**src/rtl/adder_pkg.sv**
```systemverilog
// Shared constants, slice result type and configuration check for pipelined_adder.
package adder_pkg;

  localparam int MAX_STAGES = 8;
  localparam int MAX_SEG    = 64;

  // Slice sum is padded to MAX_SEG; only the low SEG bits are meaningful.
  typedef struct packed {
    logic               carry;
    logic [MAX_SEG-1:0] sum;
  } slice_res_t;

  function automatic bit cfg_ok(input int width, input int stages);
    return (stages >= 1) && (stages <= MAX_STAGES) &&
           (width % stages == 0) && (width / stages <= MAX_SEG);
  endfunction

endpackage

```
**src/rtl/pipelined_adder_if.sv**
```systemverilog
// Operand/result stream bundle for pipelined_adder.
// slave = adder side, master = producer/consumer side.
interface pipelined_adder_if #(
  parameter int WIDTH = 32
);
  logic             in_valid;
  logic             in_ready;
  logic [WIDTH-1:0] adder_inA;
  logic [WIDTH-1:0] adder_inB;
  logic             cin;
  logic             sub;
  logic             out_valid;
  logic             out_ready;
  logic [WIDTH-1:0] sum;
  logic             cout;
  logic             overflow;
  logic             zero;

  modport master (
    output in_valid, adder_inA, adder_inB, cin, sub, out_ready,
    input  in_ready, out_valid, sum, cout, overflow, zero
  );

  modport slave (
    input  in_valid, adder_inA, adder_inB, cin, sub, out_ready,
    output in_ready, out_valid, sum, cout, overflow, zero
  );
endinterface

```
**src/rtl/adder_slice.sv**
```systemverilog
// Purpose: SEG-bit add of two slices plus carry-in.
// Latency: combinational.
// Backpressure: none; the enclosing pipeline stage handles stalls.
module adder_slice
  import adder_pkg::*;
#(
  parameter int SEG = 8
) (
  input  logic [SEG-1:0] a,
  input  logic [SEG-1:0] b,
  input  logic           cin,
  output slice_res_t     res
);
  logic [SEG:0] full;

  always_comb begin
    full               = {1'b0, a} + {1'b0, b} + {{SEG{1'b0}}, cin};
    res                = '0;
    res.sum[SEG-1:0]   = full[SEG-1:0];
    res.carry          = full[SEG];
  end
endmodule

```
**src/rtl/pipelined_adder.sv**
```systemverilog
// Purpose: two's-complement add/sub, carry rippled one slice per stage; flags built when ADDER_FLAGS_EN is defined.
// Latency: STAGES cycles from accept to out_valid.
// Backpressure: global stall, in_ready = out_ready || !out_valid; every stage holds together.
module pipelined_adder
  import adder_pkg::*;
#(
  parameter int WIDTH  = 32,
  parameter int STAGES = 2
) (
  input logic              clk,
  input logic              rst,
  pipelined_adder_if.slave bus
);
  localparam int SEG = WIDTH / STAGES;
  localparam int L   = STAGES - 1;

  if (!cfg_ok(WIDTH, STAGES)) begin : g_bad_cfg
    $error("pipelined_adder: WIDTH must split evenly into 1..%0d stages of <= %0d bits",
           MAX_STAGES, MAX_SEG);
  end

  logic             advance;
  logic [WIDTH-1:0] eff_b;
  logic             eff_cin;

  assign advance      = bus.out_ready || !bus.out_valid;
  assign bus.in_ready = advance;
  assign eff_b        = bus.sub ? ~bus.adder_inB : bus.adder_inB;
  assign eff_cin      = bus.sub || bus.cin;

  // Stage k keeps the not-yet-added upper operand bits and the finished lower sum bits.
  for (genvar k = 0; k < L; k++) begin : g_mid
    localparam int CUR  = WIDTH - k * SEG;
    localparam int DONE = (k + 1) * SEG;

    logic [CUR-1:0]        a_cur, b_cur;
    logic                  c_cur, v_cur;
    logic [DONE-1:0]       s_nxt;
    slice_res_t            res;
    logic                  unused_pad;
    logic                  v_q, c_q;
    logic [WIDTH-DONE-1:0] a_hi, b_hi;
    logic [DONE-1:0]       s_lo;

    if (k == 0) begin : g_src
      assign a_cur = bus.adder_inA;
      assign b_cur = eff_b;
      assign c_cur = eff_cin;
      assign v_cur = bus.in_valid;
      assign s_nxt = res.sum[SEG-1:0];
    end else begin : g_src
      assign a_cur = g_mid[k-1].a_hi;
      assign b_cur = g_mid[k-1].b_hi;
      assign c_cur = g_mid[k-1].c_q;
      assign v_cur = g_mid[k-1].v_q;
      assign s_nxt = {res.sum[SEG-1:0], g_mid[k-1].s_lo};
    end

    adder_slice #(.SEG(SEG)) u_slice (
      .a   (a_cur[SEG-1:0]),
      .b   (b_cur[SEG-1:0]),
      .cin (c_cur),
      .res (res)
    );
    assign unused_pad = ^res.sum;

    always_ff @(posedge clk or posedge rst) begin
      if (rst) begin
        v_q  <= 1'b0;
        c_q  <= 1'b0;
        a_hi <= '0;
        b_hi <= '0;
        s_lo <= '0;
      end else if (advance) begin
        v_q  <= v_cur;
        c_q  <= res.carry;
        a_hi <= a_cur[CUR-1:SEG];
        b_hi <= b_cur[CUR-1:SEG];
        s_lo <= s_nxt;
      end
    end
  end

  logic [SEG-1:0]   a_l, b_l;
  logic             c_l, v_l;
  logic [WIDTH-1:0] sum_nxt;
  slice_res_t       res_l;
  logic             unused_pad_l;

  if (STAGES == 1) begin : g_last_src
    assign a_l     = bus.adder_inA;
    assign b_l     = eff_b;
    assign c_l     = eff_cin;
    assign v_l     = bus.in_valid;
    assign sum_nxt = res_l.sum[SEG-1:0];
  end else begin : g_last_src
    assign a_l     = g_mid[L-1].a_hi;
    assign b_l     = g_mid[L-1].b_hi;
    assign c_l     = g_mid[L-1].c_q;
    assign v_l     = g_mid[L-1].v_q;
    assign sum_nxt = {res_l.sum[SEG-1:0], g_mid[L-1].s_lo};
  end

  adder_slice #(.SEG(SEG)) u_slice_last (
    .a   (a_l),
    .b   (b_l),
    .cin (c_l),
    .res (res_l)
  );
  assign unused_pad_l = ^res_l.sum;

  logic             v_q, cout_q;
  logic [WIDTH-1:0] sum_q;

  always_ff @(posedge clk or posedge rst) begin
    if (rst) begin
      v_q    <= 1'b0;
      cout_q <= 1'b0;
      sum_q  <= '0;
    end else if (advance) begin
      v_q    <= v_l;
      cout_q <= res_l.carry;
      sum_q  <= sum_nxt;
    end
  end

  assign bus.out_valid = v_q;
  assign bus.sum       = sum_q;
  assign bus.cout      = cout_q;

`ifdef ADDER_FLAGS_EN
  logic ovf_q, zero_q;

  always_ff @(posedge clk or posedge rst) begin
    if (rst) begin
      ovf_q  <= 1'b0;
      zero_q <= 1'b0;
    end else if (advance) begin
      ovf_q  <= (a_l[SEG-1] == b_l[SEG-1]) && (res_l.sum[SEG-1] != a_l[SEG-1]);
      zero_q <= (sum_nxt == '0);
    end
  end

  assign bus.overflow = ovf_q;
  assign bus.zero     = zero_q;
`else
  assign bus.overflow = 1'b0;
  assign bus.zero     = 1'b0;
`endif
endmodule

```
**src/flat_wrapper.sv**
```systemverilog
// flat-port wrapper written by rule: the top's interface ports become plain ports
module pipelined_adder_flat import adder_pkg::*;
#(
  parameter int WIDTH  = 32,
  parameter int STAGES = 2
)
  (clk, rst, bus_in_valid, bus_adder_inA, bus_adder_inB, bus_cin, bus_sub, bus_out_ready, bus_in_ready, bus_out_valid, bus_sum, bus_cout, bus_overflow, bus_zero);
  pipelined_adder_if #(.WIDTH(WIDTH)) bus_i ();
  input logic clk;
  input logic rst;
  input wire logic [$bits(bus_i.in_valid)-1:0] bus_in_valid;
  input wire logic [$bits(bus_i.adder_inA)-1:0] bus_adder_inA;
  input wire logic [$bits(bus_i.adder_inB)-1:0] bus_adder_inB;
  input wire logic [$bits(bus_i.cin)-1:0] bus_cin;
  input wire logic [$bits(bus_i.sub)-1:0] bus_sub;
  input wire logic [$bits(bus_i.out_ready)-1:0] bus_out_ready;
  output wire logic [$bits(bus_i.in_ready)-1:0] bus_in_ready;
  output wire logic [$bits(bus_i.out_valid)-1:0] bus_out_valid;
  output wire logic [$bits(bus_i.sum)-1:0] bus_sum;
  output wire logic [$bits(bus_i.cout)-1:0] bus_cout;
  output wire logic [$bits(bus_i.overflow)-1:0] bus_overflow;
  output wire logic [$bits(bus_i.zero)-1:0] bus_zero;
  assign bus_i.in_valid = bus_in_valid;
  assign bus_i.adder_inA = bus_adder_inA;
  assign bus_i.adder_inB = bus_adder_inB;
  assign bus_i.cin = bus_cin;
  assign bus_i.sub = bus_sub;
  assign bus_i.out_ready = bus_out_ready;
  assign bus_in_ready = bus_i.in_ready;
  assign bus_out_valid = bus_i.out_valid;
  assign bus_sum = bus_i.sum;
  assign bus_cout = bus_i.cout;
  assign bus_overflow = bus_i.overflow;
  assign bus_zero = bus_i.zero;
  pipelined_adder #(.WIDTH(WIDTH), .STAGES(STAGES)) u_core (.clk(clk), .rst(rst), .bus(bus_i));
endmodule
```
**config.mk**
```make
export PLATFORM = sky130hd
export DESIGN_NAME = pipelined_adder_flat
export DESIGN_NICKNAME = d
export VERILOG_FILES = /design/src/rtl/adder_pkg.sv /design/src/rtl/pipelined_adder_if.sv /design/src/rtl/adder_slice.sv /design/src/rtl/pipelined_adder.sv /design/src/flat_wrapper.sv
export SDC_FILE = /design/constraint.sdc
export NUM_CORES = 1
export LEC_CHECK = 0
export ABC_CLOCK_PERIOD_IN_PS = 2950
export BUFFER_PORTS_ARGS = -buffer_cell sky130_fd_sc_hd__buf_2
export CAP_MARGIN = 20
export CELL_PAD_IN_SITES_DETAIL_PLACEMENT = 1
export CELL_PAD_IN_SITES_GLOBAL_PLACEMENT = 2
export CORE_ASPECT_RATIO = 0.6
export CORE_MARGIN = 1.5
export CORE_UTILIZATION = 37
export CTS_CLUSTER_DIAMETER = 120
export CTS_CLUSTER_SIZE = 10
export DETAILED_ROUTE_END_ITERATION = 8
export PLACE_DENSITY = 0.87
export SYNTH_ARGS = -nofsm -noshare
export SYNTH_HDL_FRONTEND = slang
export SYNTH_HIERARCHICAL = 1
export SYNTH_SLANG_ARGS = --single-unit
```
**constraint.sdc**
```tcl
create_clock -name clk -period 2.95 [get_ports clk]
set_input_delay 0.59 -clock clk [delete_from_list [all_inputs] [get_ports clk]]
set_output_delay 0.59 -clock clk [all_outputs]
set_load 0.01 [all_outputs]
```
==> metrics.md <==
| Metric | Value |
|---|---|
| Status | `finished, final reports clean` |
| Global-route wire length before repair | `between 20000 and 25000 um` |
| Worst setup path start | `bus_sub` |
| Pin count of the biggest net entering global routing | `52` |
| Switch share | `32.2%` |
| Int Pwr | `~3.4 mW` |
| Initial antenna violation count | `0` |
| Worst reg2reg startpoint | `u_core/a_l[0]` |
| Post-layout power | `4.95 mW` |
| Drt first pass iters | `4` |
| Critical Path Source Type | `input pin` |
| Crit path kind | `input pin to flop` |
| Root Driver | `clkbuf_16` |
| Leading cell type in the layout, fill and taps excluded | `buf_2` |
| Via-per-instance ratio | `~4.9` |
| CTS sink cnt | `84` |
| Mapped Area | `between 0.005 and 0.006 mm2` |
| Lkg Pwr | `between 3 and 4 nW` |
| Crit path required time | `between 3 and 4 ns` |
| Die ar. | `approximately 0.015 mm2` |
| CTS Buf Count | `9` |
| Max VDD drop | `between 0.0002 and 0.0003 V` |
| Placed Cells | `693` |
| Initial cell density of the core | `37.8%` |
| CP Capture Type | `flop` |
| Nets@finish | `approximately 640` |
| Yosys Warn Count | `6` |
| Number of global-route vias before repair | `~3900` |
| Clk_skew | `around 0.0040 ns` |
| Routed WL | `approximately 12000 um` |
| Reg power frac | `a little over a third` |
| DRC | `0` |
| Worst skew pair latency | `between 0.3 and 0.4 ns` |
| Diode count | `0` |
| GRT overflow | `0` |
| Hold Vio Cnt, Final | `0` |
| Tcrit/Tclk final | `between 90% and 100%` |
| Final setup violation count | `0` |
| P per Cell Area | `775 mW/mm2` |
| Reported net switching power | `1.59 mW` |
| Avg Cell Area, Syn | `about 13 um2` |
| H-tree depth | `3` |
| Clock period minus worst slack | `2.94 ns` |
| Clock share of power | `24.1%` |
| Die Y | `about 94 um` |
| Fmax achieved | `roughly 0.34 GHz` |
| Ratio of cells with drive above 1 in the final layout | `47.9%` |
| Detail Route Antenna Nets | `0` |
| Core area | `between 0.01 and 0.015 mm2` |
| Vias post-DR | `between 3000 and 4000` |
| Reg clk slew, reported paths | `~0.060 ns` |
| Wire per inst | `around 17 um` |
| Area growth, synth to finish | `24.2%` |
| Least-Margin Pin Slew | `around 0.96 ns` |
| Final worst slack | `roughly 0.014 ns` |
| IO buf count | `about 100` |
| Detailed Route Iter0 Violations | `104` |
| Unrepaired setup endpoints after global routing | `true` |
| Total of max-cap violations | `0` |
| CTS tree | `yes` |
| Slew HR | `~36%` |
| Commonest cells after routing, fill and taps aside | `buf_2, dfrtp_1, mux2_4` |
| Routability Congestion | `slightly above 0.8` |
| Max Root-Sink Buffers | `2` |
| Max-slew violation count | `0` |
| Flop2flop setup slack | `approximately 0.11 ns` |
| Place WS | `-0.424 ns` |
| Final instance area | `approximately 0.0064 mm2` |
| # fillers | `roughly 1500` |
| Comb power frac | `40.4%` |
| CP arrival | `3.15 ns` |
| Tot GR Track Use | `between 10% and 20%` |
| HPWL after DPL | `9350 um` |
| Syn Inst Count | `400` |
| Non-Filler Instances | `between 700 and 800` |
| Die Span X | `155 um` |
| CP Max Fanout | `4` |
| Site row count | `33` |
| Num ports | `roughly 110` |
| HP Class | `input pin to async pin` |
| Placed Instance Area | `0.00600 mm2` |
==> state kept, by name (all words and copies together) (netlist names) <==
| register | count |
|---|---|
| u_core/a_l | 16 |
| u_core/b_l | 16 |
| u_core/bus.cout | 1 |
| u_core/bus.out_valid | 1 |
| u_core/bus.sum | 32 |
| u_core/c_l | 1 |
| u_core/g_mid.s_lo | 16 |
| u_core/g_mid.v_q | 1 |
==> area by class of cell <==
cell class / instances / area (um2) / area share, %
multi-input combinational: 291 / 2920 / 45.7
sequential: 84 / 2100 / 32.9
timing repair buffer: 136 / 796 / 12.5
clock buffer: 12 / 246 / 3.86
tap: 175 / 219 / 3.43
clock inverter: 2 / 60.1 / 0.940
inverter: 11 / 42.5 / 0.666
==> critical path, cell delays in order <==
cell	delay (ns)
buf_8	0.10
or2_4	0.24
fa_2	0.36
fa_2	0.42
a21oi_2	0.18
o21ai_2	0.12
a21oi_2	0.23
o221ai_2	0.16
a221o_1	0.32
a21o_1	0.18
mux2_4	0.25
==> path summary, 6_finish.rpt <==
kind / depth (start not counted) / to
worst max-delay path: 11 / u_core/c_l
max in group asynchronous: 3 / u_core/a_l[5]
worst min register to register: 1 / u_core/bus.out_valid
worst min-delay path: 2 / u_core/bus.sum[0]
min in group clk: 1 / u_core/bus.out_valid
worst max register to register: 9 / u_core/bus.cout
==> metal layers <==
| layer | vias to the layer above | routed length (um) | global-route usage [%] |
|---|---|---|---|
| li1 | 1682 | - | - |
| met1 | 1729 | 6250 | 24.8 |
| met2 | 70 | 5390 | 28.0 |
| met3 | 10 | 542 | 4.36 |
| met4 | 0 | 73 | 3.33 |
| met5 | - | 0 | 0 |
==> timing repair <==
item / CTS / global route
setup buffers: 3 / 1
hold buffers: 0 / 0
setup endpoints to repair: 1 / 8
endpoints found under the hold margin: 0 / 0
gates resized for setup: 0 / 8
pin swaps: 4 / 12
==> metrics by stage <==
stage          utilization [%]  hold WS, ns  setup TNS [ns]
6_report                  46.9        0.445               0
5_1_grt                   46.9        0.468         -0.0862
4_1_cts                   46.4        0.470               0
3_5_place_dp              44.0        0.459           -2.24
3_3_place_gp              44.0        0.440           -1.51
2_1_floorplan                -        0.430          -0.862
==> power groups by stage <==
stage | registers (mW) | clock network [mW] | logic (mW)
CTS | 1.76 | 1.23 | 1.99
floorplan | 1.82 | 0 | 1.26
global placement | 1.76 | 0 | 1.89
detailed placement | 1.78 | 0 | 1.97
global route | 1.82 | 1.29 | 2.19
finish | 1.76 | 1.19 | 2.00
(Power assumes the default switching activity.)
